<file path="src/rtl/pipe_hazard_ctrl_pkg.sv">
// Shared core types: forwarding-select codes and the in-flight shadow entry.
// Used by the hazard controller, register bank mux and decode.
package pipe_hazard_ctrl_pkg;

    localparam int RW_MAX = 8;

    localparam logic [1:0] FWD_RF = 2'd0;
    localparam logic [1:0] FWD_EX = 2'd1;
    localparam logic [1:0] FWD_DM = 2'd2;
    localparam logic [1:0] FWD_WB = 2'd3;

    typedef struct packed {
        logic              valid;
        logic [RW_MAX-1:0] rw;
        logic              wr_en;
        logic              is_load;
        logic              is_mc;
    } shadow_t;

    function automatic logic shadow_hit(input shadow_t s, input logic [RW_MAX-1:0] src);
        return s.valid && s.wr_en && (s.rw == src);
    endfunction

endpackage

</file>
<file path="src/rtl/pipe_hazard_ctrl_if.sv">
// Decode-side bundle between the DC stage and the hazard controller.
// Controller outputs are combinational; no handshake, the core consumes them every cycle.
interface pipe_hazard_ctrl_if #(
    parameter int REG_AW = 5
);
    logic              dc_valid;
    logic [REG_AW-1:0] dc_ra;
    logic [REG_AW-1:0] dc_rb;
    logic              dc_use_a;
    logic              dc_use_b;
    logic [REG_AW-1:0] dc_rw;
    logic              dc_wr_en;
    logic              dc_is_load;
    logic              dc_is_mc;
    logic              ex_branch_taken;
    logic              irq_take;
    logic [1:0]        fwd_sel_a;
    logic [1:0]        fwd_sel_b;
    logic              stall_pc;
    logic              stall_dc;
    logic              bubble_ex;
    logic              flush_dc;
    logic              mc_hold;

    modport master (
        output dc_valid, dc_ra, dc_rb, dc_use_a, dc_use_b, dc_rw, dc_wr_en,
               dc_is_load, dc_is_mc, ex_branch_taken, irq_take,
        input  fwd_sel_a, fwd_sel_b, stall_pc, stall_dc, bubble_ex, flush_dc, mc_hold
    );

    modport slave (
        input  dc_valid, dc_ra, dc_rb, dc_use_a, dc_use_b, dc_rw, dc_wr_en,
               dc_is_load, dc_is_mc, ex_branch_taken, irq_take,
        output fwd_sel_a, fwd_sel_b, stall_pc, stall_dc, bubble_ex, flush_dc, mc_hold
    );
endinterface

</file>
<file path="src/rtl/pipe_hazard_ctrl_fwd_match.sv">
// Operand forwarding select for one source register, priority EX > DM > WB.
// Latency: combinational; backpressure: none, ex_ok masks an EX result that is not ready.
module pipe_fwd_match
    import pipe_hazard_ctrl_pkg::*;
#(
    parameter int REG_AW   = 5,
    parameter int ZERO_REG = 1
) (
    input  logic [REG_AW-1:0] src,
    input  logic              use_src,
    input  shadow_t           ex,
    input  shadow_t           dm,
    input  shadow_t           wb,
    input  logic              ex_ok,
    output logic [1:0]        sel
);
    logic [RW_MAX-1:0] src_x;
    logic              skip;
    logic              unused_bits;

    assign src_x       = RW_MAX'(src);
    assign skip        = !use_src || ((ZERO_REG != 0) && (src == '0));
    assign unused_bits = ^{ex.is_load, ex.is_mc, dm.is_load, dm.is_mc, wb.is_load, wb.is_mc};

    always_comb begin
        sel = FWD_RF;
        if (!skip) begin
            if (ex_ok && shadow_hit(ex, src_x)) begin
                sel = FWD_EX;
            end else if (shadow_hit(dm, src_x)) begin
                sel = FWD_DM;
            end else if (shadow_hit(wb, src_x)) begin
                sel = FWD_WB;
            end
        end
    end
endmodule

</file>
<file path="src/rtl/pipe_hazard_ctrl.sv">
// Hazard/forwarding control: tracks EX/DM/WB destinations, drives forwarding, stalls, bubbles, flushes.
// Latency: zero-cycle decisions, shadows update on clk; backpressure: stall_pc/stall_dc hold the front end.
module pipe_hazard_ctrl
    import pipe_hazard_ctrl_pkg::*;
#(
    parameter int REG_AW    = 5,
    parameter int MC_CYCLES = 4,
    parameter int ZERO_REG  = 1
) (
    input  logic              clk,
    input  logic              reset,
    pipe_hazard_ctrl_if.slave bus
);
    localparam int CW = $clog2(MC_CYCLES);

    shadow_t       sh_ex;
    shadow_t       sh_dm;
    shadow_t       sh_wb;
    shadow_t       dc_entry;
    logic [CW-1:0] mc_cnt;
    logic          mc_busy;
    logic          flush;
    logic          load_use;
    logic          stall_lu;
    logic [1:0]    sel_a;
    logic [1:0]    sel_b;

    assign mc_busy = (mc_cnt != '0);

    pipe_fwd_match #(.REG_AW(REG_AW), .ZERO_REG(ZERO_REG)) u_fwd_a (
        .src(bus.dc_ra), .use_src(bus.dc_use_a), .ex(sh_ex), .dm(sh_dm), .wb(sh_wb),
        .ex_ok(!mc_busy), .sel(sel_a)
    );

    pipe_fwd_match #(.REG_AW(REG_AW), .ZERO_REG(ZERO_REG)) u_fwd_b (
        .src(bus.dc_rb), .use_src(bus.dc_use_b), .ex(sh_ex), .dm(sh_dm), .wb(sh_wb),
        .ex_ok(!mc_busy), .sel(sel_b)
    );

    // A held multi-cycle op defers both branch and interrupt redirects.
    assign flush    = (bus.ex_branch_taken || bus.irq_take) && !mc_busy;
    assign load_use = bus.dc_valid && sh_ex.is_load && ((sel_a == FWD_EX) || (sel_b == FWD_EX));
    assign stall_lu = load_use && !flush && !mc_busy;

    always_comb begin
        dc_entry         = '0;
        dc_entry.valid   = bus.dc_valid && !flush;
        dc_entry.rw      = RW_MAX'(bus.dc_rw);
        dc_entry.wr_en   = bus.dc_wr_en;
        dc_entry.is_load = bus.dc_is_load;
        dc_entry.is_mc   = bus.dc_is_mc;
    end

    // Gate with reset so a redirect input cannot leak out while the core is held in reset.
    always_comb begin
        bus.fwd_sel_a = reset ? sel_a : FWD_RF;
        bus.fwd_sel_b = reset ? sel_b : FWD_RF;
        bus.stall_pc  = reset && (mc_busy || stall_lu);
        bus.stall_dc  = reset && (mc_busy || stall_lu);
        bus.bubble_ex = reset && (flush || stall_lu);
        bus.flush_dc  = reset && flush;
        bus.mc_hold   = reset && mc_busy;
    end

    always_ff @(posedge clk or negedge reset) begin
        if (!reset) begin
            sh_ex  <= '0;
            sh_dm  <= '0;
            sh_wb  <= '0;
            mc_cnt <= '0;
        end else if (mc_busy) begin
            sh_dm  <= '0;
            sh_wb  <= sh_dm;
            mc_cnt <= mc_cnt - 1'b1;
        end else if (stall_lu) begin
            sh_ex <= '0;
            sh_dm <= sh_ex;
            sh_wb <= sh_dm;
        end else begin
            sh_ex <= dc_entry;
            sh_dm <= sh_ex;
            sh_wb <= sh_dm;
            if (dc_entry.valid && dc_entry.is_mc) begin
                mc_cnt <= CW'(MC_CYCLES - 1);
            end
        end
    end
endmodule

</file>
<file path="src/flat_wrapper.sv">
// flat-port wrapper written by rule: the top's interface ports become plain ports
module pipe_hazard_ctrl_flat import pipe_hazard_ctrl_pkg::*;
#(
    parameter int REG_AW    = 5,
    parameter int MC_CYCLES = 4,
    parameter int ZERO_REG  = 1
)
  (clk, reset, bus_dc_valid, bus_dc_ra, bus_dc_rb, bus_dc_use_a, bus_dc_use_b, bus_dc_rw, bus_dc_wr_en, bus_dc_is_load, bus_dc_is_mc, bus_ex_branch_taken, bus_irq_take, bus_fwd_sel_a, bus_fwd_sel_b, bus_stall_pc, bus_stall_dc, bus_bubble_ex, bus_flush_dc, bus_mc_hold);
  pipe_hazard_ctrl_if #(.REG_AW(REG_AW)) bus_i ();
  input  logic clk;
  input  logic reset;
  input wire logic [$bits(bus_i.dc_valid)-1:0] bus_dc_valid;
  input wire logic [$bits(bus_i.dc_ra)-1:0] bus_dc_ra;
  input wire logic [$bits(bus_i.dc_rb)-1:0] bus_dc_rb;
  input wire logic [$bits(bus_i.dc_use_a)-1:0] bus_dc_use_a;
  input wire logic [$bits(bus_i.dc_use_b)-1:0] bus_dc_use_b;
  input wire logic [$bits(bus_i.dc_rw)-1:0] bus_dc_rw;
  input wire logic [$bits(bus_i.dc_wr_en)-1:0] bus_dc_wr_en;
  input wire logic [$bits(bus_i.dc_is_load)-1:0] bus_dc_is_load;
  input wire logic [$bits(bus_i.dc_is_mc)-1:0] bus_dc_is_mc;
  input wire logic [$bits(bus_i.ex_branch_taken)-1:0] bus_ex_branch_taken;
  input wire logic [$bits(bus_i.irq_take)-1:0] bus_irq_take;
  output wire logic [$bits(bus_i.fwd_sel_a)-1:0] bus_fwd_sel_a;
  output wire logic [$bits(bus_i.fwd_sel_b)-1:0] bus_fwd_sel_b;
  output wire logic [$bits(bus_i.stall_pc)-1:0] bus_stall_pc;
  output wire logic [$bits(bus_i.stall_dc)-1:0] bus_stall_dc;
  output wire logic [$bits(bus_i.bubble_ex)-1:0] bus_bubble_ex;
  output wire logic [$bits(bus_i.flush_dc)-1:0] bus_flush_dc;
  output wire logic [$bits(bus_i.mc_hold)-1:0] bus_mc_hold;
  assign bus_i.dc_valid = bus_dc_valid;
  assign bus_i.dc_ra = bus_dc_ra;
  assign bus_i.dc_rb = bus_dc_rb;
  assign bus_i.dc_use_a = bus_dc_use_a;
  assign bus_i.dc_use_b = bus_dc_use_b;
  assign bus_i.dc_rw = bus_dc_rw;
  assign bus_i.dc_wr_en = bus_dc_wr_en;
  assign bus_i.dc_is_load = bus_dc_is_load;
  assign bus_i.dc_is_mc = bus_dc_is_mc;
  assign bus_i.ex_branch_taken = bus_ex_branch_taken;
  assign bus_i.irq_take = bus_irq_take;
  assign bus_fwd_sel_a = bus_i.fwd_sel_a;
  assign bus_fwd_sel_b = bus_i.fwd_sel_b;
  assign bus_stall_pc = bus_i.stall_pc;
  assign bus_stall_dc = bus_i.stall_dc;
  assign bus_bubble_ex = bus_i.bubble_ex;
  assign bus_flush_dc = bus_i.flush_dc;
  assign bus_mc_hold = bus_i.mc_hold;
  pipe_hazard_ctrl #(.REG_AW(REG_AW), .MC_CYCLES(MC_CYCLES), .ZERO_REG(ZERO_REG)) u_core (.clk(clk), .reset(reset), .bus(bus_i));
endmodule
</file>
<file path="config.mk">
export PLATFORM = sky130hd
export DESIGN_NAME = pipe_hazard_ctrl_flat
export DESIGN_NICKNAME = d
export VERILOG_FILES = /design/src/rtl/pipe_hazard_ctrl_pkg.sv /design/src/rtl/pipe_hazard_ctrl_if.sv /design/src/rtl/pipe_hazard_ctrl_fwd_match.sv /design/src/rtl/pipe_hazard_ctrl.sv /design/src/flat_wrapper.sv
export SDC_FILE = /design/constraint.sdc
export NUM_CORES = 1
export LEC_CHECK = 0
export CAP_MARGIN = 0
export CORE_ASPECT_RATIO = 1.1
export CORE_MARGIN = 2
export CORE_UTILIZATION = 47
export DETAILED_ROUTE_END_ITERATION = 6
export GPL_ROUTABILITY_DRIVEN = 0
export PLACE_DENSITY = 0.81
export SETUP_SLACK_MARGIN = 0.4
export SLEW_MARGIN = 20
export SYNTH_ARGS = -nofsm -noshare
export SYNTH_HDL_FRONTEND = slang
export SYNTH_SLANG_ARGS = --single-unit
export TNS_END_PERCENT = 5
</file>
<file path="constraint.sdc">
create_clock -name clk -period 5.5 [get_ports clk]
set_clock_uncertainty 0.15 [all_clocks]
set_input_delay 0.825 -clock clk [delete_from_list [all_inputs] [get_ports clk]]
set_output_delay 0.825 -clock clk [all_outputs]
set_load 0.05 [all_outputs]
</file>
==> qor.csv <==
metric;value;unit
status;finished clean;
vias per cell;5.490;
WL final;3074;um
DP HPWL;2454;um
PD cells;409.0;nW/um2
Setup Viol. Count Final;0;
P&R area growth vs syn;28.40;%
EDFF count, synth;0;
total of max-cap violations;0;
io pins;34;
diode count;0;
Max clock buf depth;2;
Most common cell on crit path;clkdlybuf4s50_1;
Post-DRT Antenna Nets;0;
Req. time, crit path;4530;ps
synthesized cell area;1370;um2
P_leak;0.7333;nW
Synth warnings;0;
asr flop ratio synth;100.0;%
Top delay family on crit path;buffers and inverters;
Period minus WS final;4659;ps
routed vias;1120;
worst slew pin tran;710.8;ps
vias in the first global route;1124;
Top Usage Layer GRT;met2;
CTS tree;yes;
Peak Freq;214.6;MHz
Final Cycle Share;84.71;%
die area;3363;um2
Yosys top cell area share;43.84;%
Mean Syn Cell Area;10.00;um2
grt ovf;0;
crit-path cells;clkdlybuf4s50_1, or4_1, o21a_1, and3_1, o2111a_1, o311a_1, clkdlybuf4s50_1;
Inserted Clock Buffers;3;
DRC Markers;0;
most frequent cell after synthesis;dfrtp_1;
Post-layout nets;198;
# resized after CTS;0;
Die Ht;60.63;um
clock-pin slew on the worst setup and hold paths;120;ps
FF+latch count, synth;24;
met3 Use GR;3.198;%
max incr delay on CP;700;ps
wire per inst;15.07;um
setup bufs post-CTS;0;
top cells by area, synth;dfrtp_1 44%, xor2_1 10%, xnor2_1 8.9%, nand2_1 3.8%, o2bb2ai_1 3.2%;
total core area;2778;um2
Crit-path slowest cell;clkdlybuf4s50_1;
distinct cell type count after synthesis;36;
Site Rows;20;
Pre-Repair DR Iteration Count;4;
sequential share of the synthesized area;43.84;%
maximum VDD drop;0.3986;mV
PortBufs;33;
cell taking the most area after synthesis;dfrtp_1;
Hold Crit Class;reg -> reg;
CP Class;in -> out;
Starting Density;49.32;%
syn_nets;163;
Root Driver;clkbuf_4;
first-pass GRT wire length;5181;um
CP Data Arrival Time;3680;ps
Hold-fix buffers, CTS;0;
number of fill cells;242;
Worst Setup End Kind;primary output;
Post-synth top cells;24 x dfrtp_1, 16 x xor2_1, 14 x nand2_1, 14 x xnor2_1, 10 x nor2_1;
Die Wd;55.48;um
Slew HR;52.62;%
worst skew pair latency;300;ps
H-Tree Depth;1;
clock sink count;24;
RSZ-0062 raised after global routing;false;
crit start category;input port;
CP bufs+invs;2;
grt met2 use;37.93;%
layout cells sized above 1;5.263;%
Pins Over Slew Limit;0;
initial antenna violation count;0;
total power;0.0007196;W
largest net degree at the start of global routing;24;
TNS Setup;0;ps
synthesized netlist cell count;137;
total track usage;20.20;%
largest fanout on the critical path;10;
Post-synth top flop;dfrtp_1;
initial drt markers;18;
met1 Use GR;24.22;%
endpoints failing hold;0;
-- routing by layer --
| metal | up-vias | share of wire, % |
|---|---|---|
| met5 | - | 0 |
| met4 | 0 | 0.29 |
| met3 | 2 | 4.6 |
| met2 | 39 | 51 |
| met1 | 534 | 44 |
| li1 | 545 | - |
-- cells in the final DEF, fill, tap and decap left out, types with 5 or more instances in the layout --
cell type        netlist  routed
dfrtp_1               24      24
xnor2_1               14      14
o2bb2ai_1              5       5
clkdlybuf4s50_1        0      33
nand2_1               14      14
xor2_1                16      16
inv_1                  5       5
and2_1                 5       5
nor2_1                10      10
-- where the power goes --
part | switching [W] | internal [W]
Sequential | 0.0000636 | 0.000245
Combinational | 0.000179 | 0.000142
Clock | 0.0000499 | 0.0000404
-- kinds of logic after synthesis --
| kind of cell | share of synthesized area (%) |
|---|---|
| buffers and inverters | 3.562 |
| adders and majority gates | 0.9131 |
| and+or+nand+nor | 18.72 |
| muxes | 0.7306 |
| DFF | 43.84 |
| AOI/OAI and AO/OA | 13.06 |
| xor gates and xnor gates | 19.18 |
-- through the flow --
stage	instances	setup WS (ps)	utilization [%]	instance area (um2)	hold WS, ps
final	204	841.1	63.33	1759	235.1
after floorplan	137	1864	-	1370	197.3
after CTS	204	841.5	63.33	1759	238.5
after global placement	200	916.4	62.03	1723	203.2
after global routing	204	646.1	63.33	1759	254.9
after detailed placement	200	863.6	62.03	1723	210.0
-- state kept, by name, summed over array words and instances (netlist names) --
| signal | flops |
|---|---|
| u_core.mc_cnt | 2 |
| u_core.sh_dm | 7 |
| u_core.sh_wb | 7 |
| u_core.sh_ex | 8 |
-- final cells by class --
| class | instances | area (um2) | share of cell area, % |
|---|---|---|---|
| multi-input cells | 103 | 720.7 | 40.97 |
| well taps | 33 | 41.29 | 2.347 |
| flip-flops and latches | 24 | 600.6 | 34.14 |
| inverters | 6 | 22.52 | 1.280 |
| clock buffers | 4 | 36.28 | 2.063 |
| repair buffers | 34 | 337.8 | 19.20 |
-- final timing paths --
kind	startpoint	to	slack, ps	cells after the start
max in group asynchronous	reset	u_core.sh_ex[11]	3820	2
worst min-delay path	u_core.sh_dm[2]	u_core.sh_wb[2]	240	0
worst max register to register	u_core.mc_cnt[0]	u_core.sh_ex[4]	2750	7
min in group asynchronous	reset	u_core.sh_ex[2]	740	1
worst max-delay path	bus_dc_ra[2]	bus_bubble_ex	840	7
worst min register to register	u_core.sh_dm[2]	u_core.sh_wb[2]	240	0
Note: power is estimated with default switching activity, not from simulation.
